**src/rtl/adler32_pkg.sv**
```systemverilog
// Shared constants and types for the receive-side Adler-32 verifier.
// Optional build macro used by adler32_check: ADLER32_CHECK_ERRCNT_EN.
package adler32_pkg;

    localparam logic [15:0] ADLER_MOD         = 16'd65521;
    localparam int          ADLER_TRAILER_LEN = 4;

    typedef enum logic [1:0] {
        IDLE = 2'd0,
        FILL = 2'd1,
        RUN  = 2'd2
    } state_t;

    typedef logic [31:0] checksum_t;

endpackage

```
**src/rtl/adler32_mod_add.sv**
```systemverilog
// Combinational 16-bit addition modulo 65521; both operands must already be < 65521.
module adler32_mod_add
    import adler32_pkg::*;
(
    input  logic [15:0] a,
    input  logic [15:0] b,
    output logic [15:0] sum
);

    logic [16:0] raw_s;

    // One conditional subtraction suffices because the raw sum is below 2*65521.
    always_comb begin
        raw_s = {1'b0, a} + {1'b0, b};
        if (raw_s >= {1'b0, ADLER_MOD}) begin
            sum = raw_s[15:0] - ADLER_MOD;
        end else begin
            sum = raw_s[15:0];
        end
    end

endmodule

```
**src/rtl/adler32_check.sv**
```systemverilog
// Receive-side Adler-32 frame verifier: payload followed by a 4-byte {B,A} trailer.
// Define ADLER32_CHECK_ERRCNT_EN to add the saturating err_count output.
module adler32_check
    import adler32_pkg::*;
(
    input  logic        clk,
    input  logic        rst,
    input  logic        in_valid,
    output logic        in_ready,
    input  logic [7:0]  in_data,
    input  logic        in_last,
    output logic        res_valid,
    input  logic        res_ready,
    output logic        res_pass,
    output logic        res_short,
    output logic [31:0] res_calc
`ifdef ADLER32_CHECK_ERRCNT_EN
    ,
    output logic [15:0] err_count
`endif
);

    localparam logic [1:0] FILL_LAST = 2'(ADLER_TRAILER_LEN - 1);

    state_t          state_r;
    state_t          state_s;
    logic [1:0]      cnt_r;
    logic [1:0]      cnt_s;
    logic [15:0]     a_r;
    logic [15:0]     a_s;
    logic [15:0]     b_r;
    logic [15:0]     b_s;
    logic [3:0][7:0] dly_r;

    logic [15:0]     a_acc_s;
    logic [15:0]     b_acc_s;
    logic [15:0]     a_fin_s;
    logic [15:0]     b_fin_s;
    logic            in_fire_s;
    logic            res_fire_s;
    logic            new_res_s;
    logic            short_s;
    logic            pass_s;
    checksum_t       calc_s;
    checksum_t       trailer_s;

    assign in_ready   = !(res_valid && !res_ready);
    assign in_fire_s  = in_valid && in_ready;
    assign res_fire_s = res_valid && res_ready;
    assign new_res_s  = in_fire_s && in_last;

    // The byte leaving the delay line is the only one known to be payload.
    adler32_mod_add u_add_a (
        .a   (a_r),
        .b   ({8'h00, dly_r[3]}),
        .sum (a_acc_s)
    );

    adler32_mod_add u_add_b (
        .a   (b_r),
        .b   (a_acc_s),
        .sum (b_acc_s)
    );

    // Next-state and accumulator update for the frame tracking FSM.
    always_comb begin
        state_s = state_r;
        cnt_s   = cnt_r;
        a_s     = a_r;
        b_s     = b_r;
        if (in_fire_s) begin
            if (in_last) begin
                state_s = IDLE;
                cnt_s   = 2'd0;
                a_s     = 16'd1;
                b_s     = 16'd0;
            end else begin
                case (state_r)
                    IDLE: begin
                        state_s = FILL;
                        cnt_s   = 2'd1;
                    end
                    FILL: begin
                        if (cnt_r == FILL_LAST) begin
                            state_s = RUN;
                            cnt_s   = cnt_r;
                        end else begin
                            state_s = FILL;
                            cnt_s   = cnt_r + 2'd1;
                        end
                    end
                    RUN: begin
                        a_s = a_acc_s;
                        b_s = b_acc_s;
                    end
                    default: begin
                        state_s = IDLE;
                        cnt_s   = 2'd0;
                    end
                endcase
            end
        end else begin
            state_s = state_r;
        end
    end

    // Verdict for a frame ending on this beat; a 4-byte frame reaches here from FILL with no payload.
    always_comb begin
        short_s   = (state_r == IDLE) || ((state_r == FILL) && (cnt_r != FILL_LAST));
        trailer_s = {dly_r[2], dly_r[1], dly_r[0], in_data};
        if (state_r == RUN) begin
            a_fin_s = a_acc_s;
            b_fin_s = b_acc_s;
        end else begin
            a_fin_s = a_r;
            b_fin_s = b_r;
        end
        if (short_s) begin
            calc_s = 32'h0000_0000;
            pass_s = 1'b0;
        end else begin
            calc_s = {b_fin_s, a_fin_s};
            pass_s = (calc_s == trailer_s);
        end
    end

    // FSM state register and running checksum.
    always_ff @(posedge clk or posedge rst) begin
        if (rst) begin
            state_r <= IDLE;
            cnt_r   <= 2'd0;
            a_r     <= 16'd1;
            b_r     <= 16'd0;
        end else begin
            state_r <= state_s;
            cnt_r   <= cnt_s;
            a_r     <= a_s;
            b_r     <= b_s;
        end
    end

    // Four-byte delay line holding the candidate trailer.
    always_ff @(posedge clk or posedge rst) begin
        if (rst) begin
            dly_r <= 32'h0000_0000;
        end else if (in_fire_s) begin
            dly_r <= {dly_r[2:0], in_data};
        end
    end

    // Result holding register; a newly registered result wins over a same-edge hand-off.
    always_ff @(posedge clk or posedge rst) begin
        if (rst) begin
            res_valid <= 1'b0;
            res_pass  <= 1'b0;
            res_short <= 1'b0;
            res_calc  <= 32'h0000_0000;
        end else if (new_res_s) begin
            res_valid <= 1'b1;
            res_pass  <= pass_s;
            res_short <= short_s;
            res_calc  <= calc_s;
        end else if (res_fire_s) begin
            res_valid <= 1'b0;
        end
    end

`ifdef ADLER32_CHECK_ERRCNT_EN
    // Saturating count of failed frames, short frames included.
    always_ff @(posedge clk or posedge rst) begin
        if (rst) begin
            err_count <= 16'h0000;
        end else if (new_res_s && !pass_s && (err_count != 16'hFFFF)) begin
            err_count <= err_count + 16'h0001;
        end
    end
`endif

endmodule
```
**config.mk**
```make
export PLATFORM = sky130hd
export DESIGN_NAME = adler32_check
export DESIGN_NICKNAME = d
export VERILOG_FILES = /design/src/rtl/adler32_pkg.sv /design/src/rtl/adler32_mod_add.sv /design/src/rtl/adler32_check.sv
export SDC_FILE = /design/constraint.sdc
export NUM_CORES = 1
export LEC_CHECK = 0
export ABC_AREA = 1
export CAP_MARGIN = 30
export CORE_UTILIZATION = 60
export DETAILED_ROUTE_END_ITERATION = 10
export PLACE_DENSITY = 0.84
export SKIP_LAST_GASP = 1
export SYNTH_ARGS = -nofsm -noshare
export SYNTH_HDL_FRONTEND = slang
export SYNTH_HIERARCHICAL = 1
export SYNTH_SLANG_ARGS = --single-unit
```
**constraint.sdc**
```tcl
create_clock -name clk -period 6.2 [get_ports clk]
set_clock_uncertainty 0.15 [all_clocks]
set_input_delay 0.93 -clock clk [delete_from_list [all_inputs] [get_ports clk]]
set_output_delay 0.93 -clock clk [all_outputs]
set_load 0.01 [all_outputs]
```
# --- Word-level counts from Yosys, hierarchy flattened ---
# Index checks and enable logic that the tools add are counted.
classes:
  n_addsub: 5
  n_lt_le_gt_ge: 2
  eq_ne: 7
  muxes: 16
  n_reduce_logical: 12
op_table:
  columns: ["op", "n"]
  rows:
  - ["$mux 16", 6]
  - ["$ge 17x16->1 const B", 2]
  - ["$eq 32x32->1", 1]
  - ["$mux 32", 1]
  - ["$sub 16x16->16 const B", 2]
  - ["$add 16x16->17", 1]
  - ["$add 16x8->17", 1]
  - ["$pmux 2 s3", 2]
  - ["$mux 2", 4]
  - ["$logic_and 1x1->1", 5]
  - ["$eq 2x2->1 const B", 2]
  - ["$ne 2x2->1 const B", 2]
  - ["$mux 1", 3]
  - ["$ne 3x3->1 const B", 1]
  - ["$reduce_and 3->1", 1]
  - ["$add 2x1->2 const B", 1]
  - ["$eq 2x1->1 const B", 1]
  - ["$logic_not 1->1", 2]
  - ["$logic_not 2->1", 1]
  - ["$reduce_and 2->1", 1]
  - ["$reduce_bool 2->1", 1]
  - ["$logic_or 1x1->1", 1]
word_totals:
  ff_bits: 103
  in_bits: 13
  word_cells: 54

# --- Logic depth before layout (Yosys ltp) ---
# Gate-level depths: netlist of run 1.
depth:
  word_depth: 9
  mapped_depth: 46

# --- Cells and area by module ---
# The synthesis of run 1 kept the hierarchy.
by_module_without_submodules:
  columns: ["mod", "instances", "cells_per_inst", "area_per_inst_um2"]
  rows:
  - ["adler32_check", 1, 630, 4929.7]
  - ["adler32_mod_add at u_add_a", 1, 351, 1960.6]
  - ["adler32_mod_add at u_add_b", 1, 355, 1824.2]

# --- Least setup slack after synthesis of run 1 ---
# Ideal clock, no wire load.
synth_timing:
  path_kind: "register to register"
  from: "register a_r[0]"
  to: "register res_pass"
  setup_time_ns: 0.066
  t_arrival_ns: 4.769
  slack_ns: 1.216
  path_stages_with_launch: 39
  n_path_buf: 1
  period_less_slack_ns: 4.984
  cell_sequence: "dfstp_2 -> ha_1 -> fa_1 -> inv_1 -> nand2_1 -> a21oi_1 -> nand3_2 -> nand2_4 -> nor2_4 -> nand3_4 -> nor2_2 -> nand3_4 -> nand3_4 -> nand2_1 -> nand2_1 -> ha_1 -> fa_1 -> nand2_1 -> (+3 left out) -> nand2_1 -> nand2_2 -> a31oi_2 -> clkbuf_1 -> nand4_1 -> nand2_1 -> inv_1 -> nand3_1 -> nand2_1 -> nand2_1 -> nand2_1 -> inv_1 -> nand2_1 -> nor2_1 -> nand2_1 -> nor2_1 -> nand2_1 -> nand2_1"
synth_between:
  elab_chain_cells: 9
  elab_cells_between_ends: 12
  classes_between: "4 x add/sub; 2 x order compare; 1 x eq/ne; 5 x mux"
synth_lines:
  columns: ["item", "line_no", "text"]
  rows:
  - ["start: declaration", "adler32_check.sv:29", "logic [15:0] a_r;"]
  - ["start signal: assignment", "adler32_check.sv:137", "a_r <= a_s;"]
  - ["$add 16x8->17 (*)", "adler32_mod_add.sv:14", "raw_s = {1'b0, a} + {1'b0, b};"]
  - ["$sub 16x16->16 / $ge 17x16->1 (equally long branches)", "adler32_mod_add.sv:16, adler32_mod_add.sv:15", null]
  - ["$mux 16 (*)", "adler32_mod_add.sv:15", "if (raw_s >= {1'b0, ADLER_MOD}) begin"]
  - ["net a_acc_s[0]", "adler32_check.sv:35", "logic [15:0] a_acc_s;"]
  - ["$add 16x16->17 (*)", "adler32_mod_add.sv:14", null]
  - ["$sub 16x16->16 / $ge 17x16->1 (equally long branches)", "adler32_mod_add.sv:16, adler32_mod_add.sv:15", null]
  - ["$mux 16 (*)", "adler32_mod_add.sv:15", null]
  - ["net b_acc_s[5]", "adler32_check.sv:36", "logic [15:0] b_acc_s;"]
  - ["$mux 16 (*)", null, null]
  - ["$eq 32x32->1 (*)", "adler32_check.sv:123", "pass_s = (calc_s == trailer_s);"]
  - ["$mux 1 (*)", "adler32_check.sv:118", "if (short_s) begin"]
  - ["end signal: assignment", "adler32_check.sv:160", "res_pass <= pass_s;"]
  - ["end: declaration", "adler32_check.sv:14", "output logic res_pass,"]
# The timed path passes the listed nets; every way through them passes the cells marked *.
# A chain may end at the register's enable or synchronous reset.

# --- Worst setup path after layout of run 1 ---
layout_timing:
  from: "register a_r[0]"
  to: "register res_pass"
layout_between:
  elab_chain_cells: 9
  elab_cells_between_ends: 12
  classes_between: "4 x add/sub; 2 x order compare; 1 x eq/ne; 5 x mux"
layout_lines:
  columns: ["item", "line_no"]
  rows:
  - ["$add 16x8->17 (*)", "adler32_mod_add.sv:14"]
  - ["$sub 16x16->16 / $ge 17x16->1 (equally long branches)", "adler32_mod_add.sv:16, adler32_mod_add.sv:15"]
  - ["$mux 16 (*)", "adler32_mod_add.sv:15"]
  - ["net a_acc_s[7]", "adler32_check.sv:35"]
  - ["$add 16x16->17 (*)", "adler32_mod_add.sv:14"]
  - ["$ge 17x16->1 (*)", "adler32_mod_add.sv:15"]
  - ["$mux 16 (*)", "adler32_mod_add.sv:15"]
  - ["net b_acc_s[4]", "adler32_check.sv:36"]
  - ["$mux 16 (*)", null]
  - ["$eq 32x32->1 (*)", "adler32_check.sv:123"]
  - ["$mux 1 (*)", "adler32_check.sv:118"]
# Marked as above.

==> impl_metrics.yaml, run 1 <==
grt:
  antenna_found_initial: 1
  grt_max_degree: 74
  grt_pass1_wl_um: 39810
  grt_remaining_overflow: 0
  track_usage: 0.3444
  first_global_vias: 7994
synth:
  synthDistinctLibCells: 42
  syn_area_um2: 8715
  seq_area_frac_synth: 0.2959
  synthCells: 1336
  yosysWarnings: 6
  synth_top_cells_by_area: "dfrtp_1 29%, nand2_1 20%, inv_1 8.6%"
  synth_top_cell_area_share: 0.2929
  synth_commonest_cells: "470 x nand2_1, 199 x inv_1, 102 x dfrtp_1, 95 x nand3_1, 80 x o21ai_0"
  synth_edf_count: 0
  avgSynthCellArea_um2: 6.523
  synthArstFlopShare: 1.000
  synth_most_common_cell: "nand2_1"
  ys.flop_type: "dfrtp_1"
  ys_seq_elements: 103
  yosysTopAreaCell: "dfrtp_1"
timing:
  setup_ws_ns: 0.3575
  period_needed_ns: 5.842
  fmax_mhz: 171.2
  tns_ns: 0
  finalHoldViolCount: 0
  setup_violations: 0
  slew_headroom: 0.4165
  slew_viol_final: 0
  period_share: 0.9423
  tightest_slew_ns: 0.8743
die:
  die_w_um: 122.5
  ios: 49
  core_area_um2: 14040
  die-area_um2: 15010
  start_util: 0.6206
  die_y_um: 122.5
  core.rowCount: 43
power:
  power_density_nw_per_um2: 537.4
  p_leak_nw: 5.316
  peakVddDrop_mv: 0.3146
route:
  viasPerCell: 5.758
  post_drt_wl_per_cell_um: 16.29
  antenna_left: 0
  vias: 9058
  drt-initial-drc-count: 1082
  drt_pass1_iterations: 6
  route.detailed.drc: 0
  drt-total-wl_um: 25630
placed_design:
  place_ws_ns: 0.3515
  finalWeightedCongestion: 0.9683
  placed_area_um2: 9339
  detailedPlacementHpwl_um: 19330
  portBuffers: 48
clock_tree:
  cts.sinks: 103
  path_clk_slew_ns: 0.07
  root_buffer: "clkbuf_16"
  htree_levels: 3
  cts_max_path_buffers: 2
  ctsHoldBuffers: 0
  cts_tree: "done"
  clkLatencyLatePin_ns: 0.35
  cts_buffers: 9
hold_path:
  hp-class: "reg -> reg"
flow_run:
  cap_violations: 0
setup_path:
  cp-end-kind: "flop"
  start_kind: "flop"
  slowest_stage: "dfstp_2"
  required_ns: 6.35
  critPathKind: "reg -> reg"
  arrival_ns: 5.99
  crit_top_cell: "nand2_1"
  path_max_fanout: 18
  critPathMaxStageDelay_ns: 0.53
finish:
  area_growth_syn_to_layout_pct: 13.11
  fin_nets: 1439
  n_fill_cell: 1158
  register_area_um2: 2579
  design_area_um2: 9857
  drive_gt1_frac: 0.1135
  multi_input_area_um2: 5207
run_status:
  status: "complete, no violations"
## flip-flops by register name, summed over array words and instances (netlist names)
signal and flops:
res_calc 32, state_r 2, res_pass 1, res_short 1
a_r 16, dly_r 32, cnt_r 2, res_valid 1
b_r 16
## routing by layer
layer  share of wire  track usage
met3           0.087      0.07574
met2            0.45       0.5446
met4           0.057       0.1715
met5               0            0
met1            0.40       0.4435
## placed cells by master, fill, tap and decap left out, types with 9 or more instances in the layout
master,netlist,layout
o22ai_1,25,25
xor2_1,12,12
nand3_1,95,95
a21oi_1,20,20
buf_4,2,17
ha_1,37,36
nor2_1,57,56
nand4_1,53,53
clkbuf_16,0,9
nand2_2,39,41
dfrtp_1,102,102
nand2_1,470,468
o21ai_0,80,80
clkdlybuf4s50_1,0,48
inv_2,15,15
o21ai_2,8,9
inv_1,199,198
nand3_2,8,9
nor2_2,13,14
o211ai_1,9,9
## final timing paths
path	startpoint	to	slack [ns]	depth (start not counted)
max	a_r[0]	res_pass	0.36	36
min	res_calc[9]	res_calc[9]	0.34	2
max reg2reg	a_r[0]	res_pass	0.36	36
min reg2reg	res_calc[9]	res_calc[9]	0.34	2
max in group asynchronous	rst	a_r[8]	3.95	3
min in group asynchronous	rst	state_r[1]	0.87	2
## power by group
group	switching (W)	total [W]	leakage (nW)	internal, W
Combinational	0.00241	0.00362	3.80	0.00121
Sequential	0.000164	0.00101	1.34	0.000845
Clock	0.000262	0.000671	0.175	0.000409
## logic make-up after synthesis
logic type | share of synthesized area
compound gates | 0.1035
xor+xnor | 0.01809
other cells | 0.0004303
fa+ha+maj | 0.05772
simple gates | 0.4086
flops | 0.2959
buf+inv | 0.1157
## repair_timing
item,CTS,global route
endpoints found under the setup margin,0,1
gates resized for setup,0,6
buffers inserted,0,13
## worst max-delay path, delay by kind of cell, from the launching register on
kind            cells  cell delay (ns)
fa+ha+maj           3             1.11
buf+inv             2             0.30
compound gates      2             0.44
simple gates       29             3.23
flops               1             0.53
## final cells by class
class                   instances  share of cell area
clock inverters                 6             0.01168
diodes                          1           0.0002539
flip-flops and latches        103              0.2616
inverters                     214             0.08175
multi-input cells             991              0.5283
well taps                     180             0.02285
repair buffers                 68             0.06931
clock buffers                  10             0.02424
## metrics by stage
step | util | cells | power, W | hold slack (ns)
3_3_place_gp | 0.6611 | 1539 | 0.004403 | 0.3163
2_1_floorplan | - | 1343 | 0.003547 | 0.3029
3_5_place_dp | 0.6651 | 1541 | 0.004459 | 0.3222
6_report | 0.7020 | 1573 | 0.005297 | 0.3370
4_1_cts | 0.6903 | 1557 | 0.005155 | 0.3391
5_1_grt | 0.7018 | 1572 | 0.005719 | 0.3558
No activity file was read; power rests on OpenSTA's default activity.
==> run 2: changes to the inputs <==
==> constraint.sdc (replaced) <==
create_clock -name clk -period 6.7 [get_ports clk]
set_clock_uncertainty 0.15 [all_clocks]
set_input_delay 1.005 -clock clk [delete_from_list [all_inputs] [get_ports clk]]
set_output_delay 1.005 -clock clk [all_outputs]
set_load 0.01 [all_outputs]
==> impl_metrics.yaml, run 2 (same netlist as run 1, synthesis figures left out) <==
run_status:
  status: "complete, no violations"
placed_design:
  detailedPlacementHpwl_um: 19490
  portBuffers: 48
  finalWeightedCongestion: 0.9679
timing:
  fmax_mhz: 167.3
  timing.hold.ws_ns: 0.3323
  rsz0062_at_grt: "no"
  tightest_slew_ns: 0.8997
  period_needed_ns: 5.978
  tns_ns: 0
  slew_viol_final: 0
  period_share: 0.8923
  finalHoldViolCount: 0
  slew_headroom: 0.3996
  setup_violations: 0
setup_path:
  regToRegSetupSlack_ns: 0.72
  crit_top_cell: "nand2_1"
  r2r-end: "res_pass"
  arrival_ns: 6.12
  required_ns: 6.84
  critPathMaxStageDelay_ns: 0.53
  crit_path_start: "a_r[0]"
  start_kind: "flop"
  slowest_stage: "dfstp_2"
  path_max_fanout: 17
  rr_startpoint: "a_r[0]"
  rr_worst_depth: 39
  cp-end-kind: "flop"
  critPathKind: "reg -> reg"
  timing.critical_path.to: "res_pass"
die:
  die_w_um: 122.5
  die_y_um: 122.5
  start_util: 0.6206
  die-area_um2: 15010
  ios: 49
  core_area_um2: 14040
  core.rowCount: 43
route:
  antenna_left: 0
  drt-total-wl_um: 24960
  route.detailed.drc: 0
  vias: 8776
  post_drt_wl_per_cell_um: 16.04
  viasPerCell: 5.640
  drt-initial-drc-count: 912
  drt_pass1_iterations: 6
finish:
  fin_nets: 1423
  final_common_cell: "nand2_1"
  reg.largest.list: "dly_r x32, res_calc x32"
  drive_gt1_frac: 0.09956
  final_cell_mix: "469 x nand2_1, 198 x inv_1, 102 x dfrtp_1"
  n_antenna_cell: 0
  fin_util: 0.6853
  area_growth_syn_to_layout_pct: 10.42
clock_tree:
  cts_buffers: 9
  cts.sinks: 103
  ctsHoldBuffers: 0
  clkLatencyLatePin_ns: 0.35
  path_clk_slew_ns: 0.07
  htree_levels: 3
  post_cts_resized: 0
  cts_max_path_buffers: 2
  root_buffer: "clkbuf_16"
  cts_tree: "done"
  cts_setup_buffers: 0
hold_path:
  hp-class: "reg -> reg"
  hp-start: "res_calc[4]"
power:
  power_density_nw_per_um2: 490.0
  peakVddDrop_mv: 0.2852
  p_leak_nw: 5.183
grt:
  antenna_found_initial: 0
  first_global_vias: 7642
  grt_pass1_wl_um: 39160
  grt_remaining_overflow: 0
  grt_max_degree: 74
  track_usage: 0.3416
flow_run:
  cap_violations: 0
[run 2: worst min path at each step]
stage                  endpoint  slack [ns]  cells past startpoint
floorplan             dly_r[29]        0.30                      2
global placement    res_calc[4]        0.32                      2
detailed placement  res_calc[7]        0.32                      2
CTS                 res_calc[7]        0.34                      2
global route        res_calc[4]        0.35                      2
finish              res_calc[4]        0.33                      2
[run 2: final cells by class]
type	instances	area, um^2
multi-input combinational	989	5156
fill	1214	4419
sequential	103	2579
inverter	214	805.8
timing repair buffer	54	565.5
clock buffer	10	239.0
tap	180	225.2
clock inverter	6	52.55
[run 2: per-stage QoR]
stage	power [W]	cell area, um^2	setup WS [ns]	cells
after floorplan	0.003282	8741	1.716	1343
after global placement	0.004067	9276	0.9779	1538
after detailed placement	0.004121	9331	0.8206	1540
after CTS	0.004649	9623	0.7906	1556
after global routing	0.005119	9623	0.1410	1556
final	0.004715	9623	0.7217	1556
[run 2: critical path: cells and delay by family, from the launching register on]
family	cells	cell delay (ns)
flops	1	0.53
buf+inv	3	0.20
simple gates	32	3.75
fa+ha+maj	3	1.09
compound gates	1	0.15
[run 2: routing by layer]
| metal | up-vias | track usage | part of all wire |
|---|---|---|---|
| met5 | - | 0 | 0 |
| met4 | 0 | 0.1402 | 0.042 |
| met3 | 69 | 0.06320 | 0.076 |
| met2 | 420 | 0.5425 | 0.46 |
| met1 | 3964 | 0.4571 | 0.42 |
| li1 | 4323 | - | - |
[run 2: power breakdown]
group | switching (W) | internal, W
Combinational | 0.00218 | 0.00109
Clock | 0.000247 | 0.000268
Sequential | 0.000151 | 0.000782
Total | 0.00258 | 0.00214
==> run 3: changes to the inputs <==
--- a/config.mk
+++ b/config.mk
@@ -7,10 +7,12 @@
 export LEC_CHECK = 0
 export ABC_AREA = 1
 export CAP_MARGIN = 30
-export CORE_UTILIZATION = 60
+export CELL_PAD_IN_SITES_DETAIL_PLACEMENT = 1
+export CELL_PAD_IN_SITES_GLOBAL_PLACEMENT = 2
+export CORE_UTILIZATION = 34
 export DETAILED_ROUTE_END_ITERATION = 10
-export PLACE_DENSITY = 0.84
-export SKIP_LAST_GASP = 1
+export PLACE_DENSITY = 0.85
+export SETUP_SLACK_MARGIN = 0.02
 export SYNTH_ARGS = -nofsm -noshare
 export SYNTH_HDL_FRONTEND = slang
 export SYNTH_HIERARCHICAL = 1
==> impl_metrics.yaml, run 3 (same netlist as run 1, synthesis figures left out) <==
grt:
  antenna_found_initial: 0
  grt_max_degree: 65
  grt_remaining_overflow: 0
  first_global_vias: 8757
  track_usage: 0.2365
  grt_pass1_wl_um: 48080
route:
  drt_pass1_iterations: 4
  drt-initial-drc-count: 404
  post_drt_wl_per_cell_um: 17.69
  route.detailed.drc: 0
  vias: 8711
  drt-total-wl_um: 30320
  antenna_left: 0
  viasPerCell: 5.082
clock_tree:
  htree_levels: 3
  root_buffer: "clkbuf_16"
  cts_buffers: 9
  cts_tree: "done"
  clkLatencyLatePin_ns: 0.36
  ctsHoldBuffers: 0
  cts_max_path_buffers: 2
  cts.sinks: 103
  path_clk_slew_ns: 0.08
setup_path:
  path_max_fanout: 17
  critPathMaxStageDelay_ns: 0.54
  arrival_ns: 6.38
  crit_top_cell: "nand2_1"
  slowest_stage: "dfstp_2"
  required_ns: 6.84
  start_kind: "flop"
  critPathKind: "reg -> reg"
  cp-end-kind: "flop"
power:
  peakVddDrop_mv: 0.1582
  power_density_nw_per_um2: 496.0
  p_leak_nw: 5.219
  power_w: 0.004882
timing:
  timing.hold.ws_ns: 0.3370
  tightest_slew_ns: 0.9720
  period_share: 0.9305
  slew_viol_final: 0
  tns_ns: 0
  fmax_mhz: 160.4
  setup_violations: 0
  period_needed_ns: 6.234
  slew_headroom: 0.3513
  rsz0062_at_grt: "no"
  finalHoldViolCount: 0
finish:
  fin_util: 0.3909
  design_area_um2: 9843
  n_antenna_cell: 0
  final_common_cell: "nand2_1"
  drive_gt1_frac: 0.1055
  area_growth_syn_to_layout_pct: 12.95
  reg.largest.list: "dly_r x32, res_calc x32"
  fin_nets: 1431
  final_cell_mix: "469 x nand2_1, 198 x inv_1, 102 x dfrtp_1"
  n_fill_cell: 3292
die:
  core_area_um2: 25180
  die_y_um: 162.1
  die_w_um: 162.1
  start_util: 0.3461
  core.rowCount: 58
  die-area_um2: 26270
  ios: 49
placed_design:
  finalWeightedCongestion: 0.8729
  detailedPlacementHpwl_um: 24540
  portBuffers: 48
  placed_area_um2: 9487
flow_run:
  cap_violations: 0
hold_path:
  hp-class: "reg -> reg"
run_status:
  status: "complete, no violations"
==> run 3: changes by cell type in the layout (fill, tap and decap cells not counted), sizes merged <==
| cell | delta |
|---|---|
| clkinvlp | -2 |
| inv | +1 |
| buf | +8 |
| clkinv | +1 |
==> run 3: final timing paths <==
path,slack [ns],depth (start not counted),to,startpoint
setup / recovery,0.47,41,res_pass,a_r[0]
hold / removal,0.34,2,res_calc[12],res_calc[12]
setup reg to reg,0.47,41,res_pass,a_r[0]
hold reg to reg,0.34,2,res_calc[12],res_calc[12]
max in group asynchronous,4.26,3,b_r[4],rst
min in group asynchronous,0.90,2,res_calc[12],rst
==> run 3: critical path: cells and delay by family, from the launching register on <==
kind | cells | cell delay [ns]
AO/OA/AOI/OAI | 1 | 0.15
adder cells (fa/ha/maj) | 3 | 1.18
buffers and inverters | 4 | 0.42
flip-flops | 1 | 0.54
AND/OR/NAND/NOR | 33 | 3.74
==> run 3: power breakdown <==
group | switching, W | leakage, nW | internal, W
sequential | 0.000153 | 1.34 | 0.000781
combinational | 0.00230 | 3.73 | 0.00111
clock | 0.000263 | 0.148 | 0.000273
==> run 3: cell type report <==
class,instances,area [um^2],share of cell area
clock buffers,10,239.0,0.02428
clock inverters,6,62.56,0.006356
inverters,214,805.8,0.08186
multi-input cells,989,5159,0.5241
flip-flops and latches,103,2579,0.2620
well taps,330,412.9,0.04195
repair buffers,62,585.6,0.05949
==> run 3: metal layers <==
metal / vias up / GRT usage / wire (um) / part of all wire
met1: 4216 / 0.3105 / 14250 / 0.47
met5: - / 0 / 0 / 0
li1: 4337 / - / - / -
met2: 113 / 0.3970 / 14190 / 0.47
met4: 0 / 0.09005 / 1167 / 0.038
met3: 45 / 0.02681 / 709 / 0.023
==> run 3: through the flow <==
stage / instances / worst slack, ns
finish: 1714 / 0.4657
global route: 1714 / 0.02913
CTS: 1707 / 0.2389
detailed placement: 1691 / 0.2851
global placement: 1691 / 0.4205
floorplan: 1343 / 1.716
==> run 3: what timing repair did <==
action | CTS | global route
setup endpoints to repair | 0 | 1
resized for setup | 0 | 1
setup buffers | 0 | 7
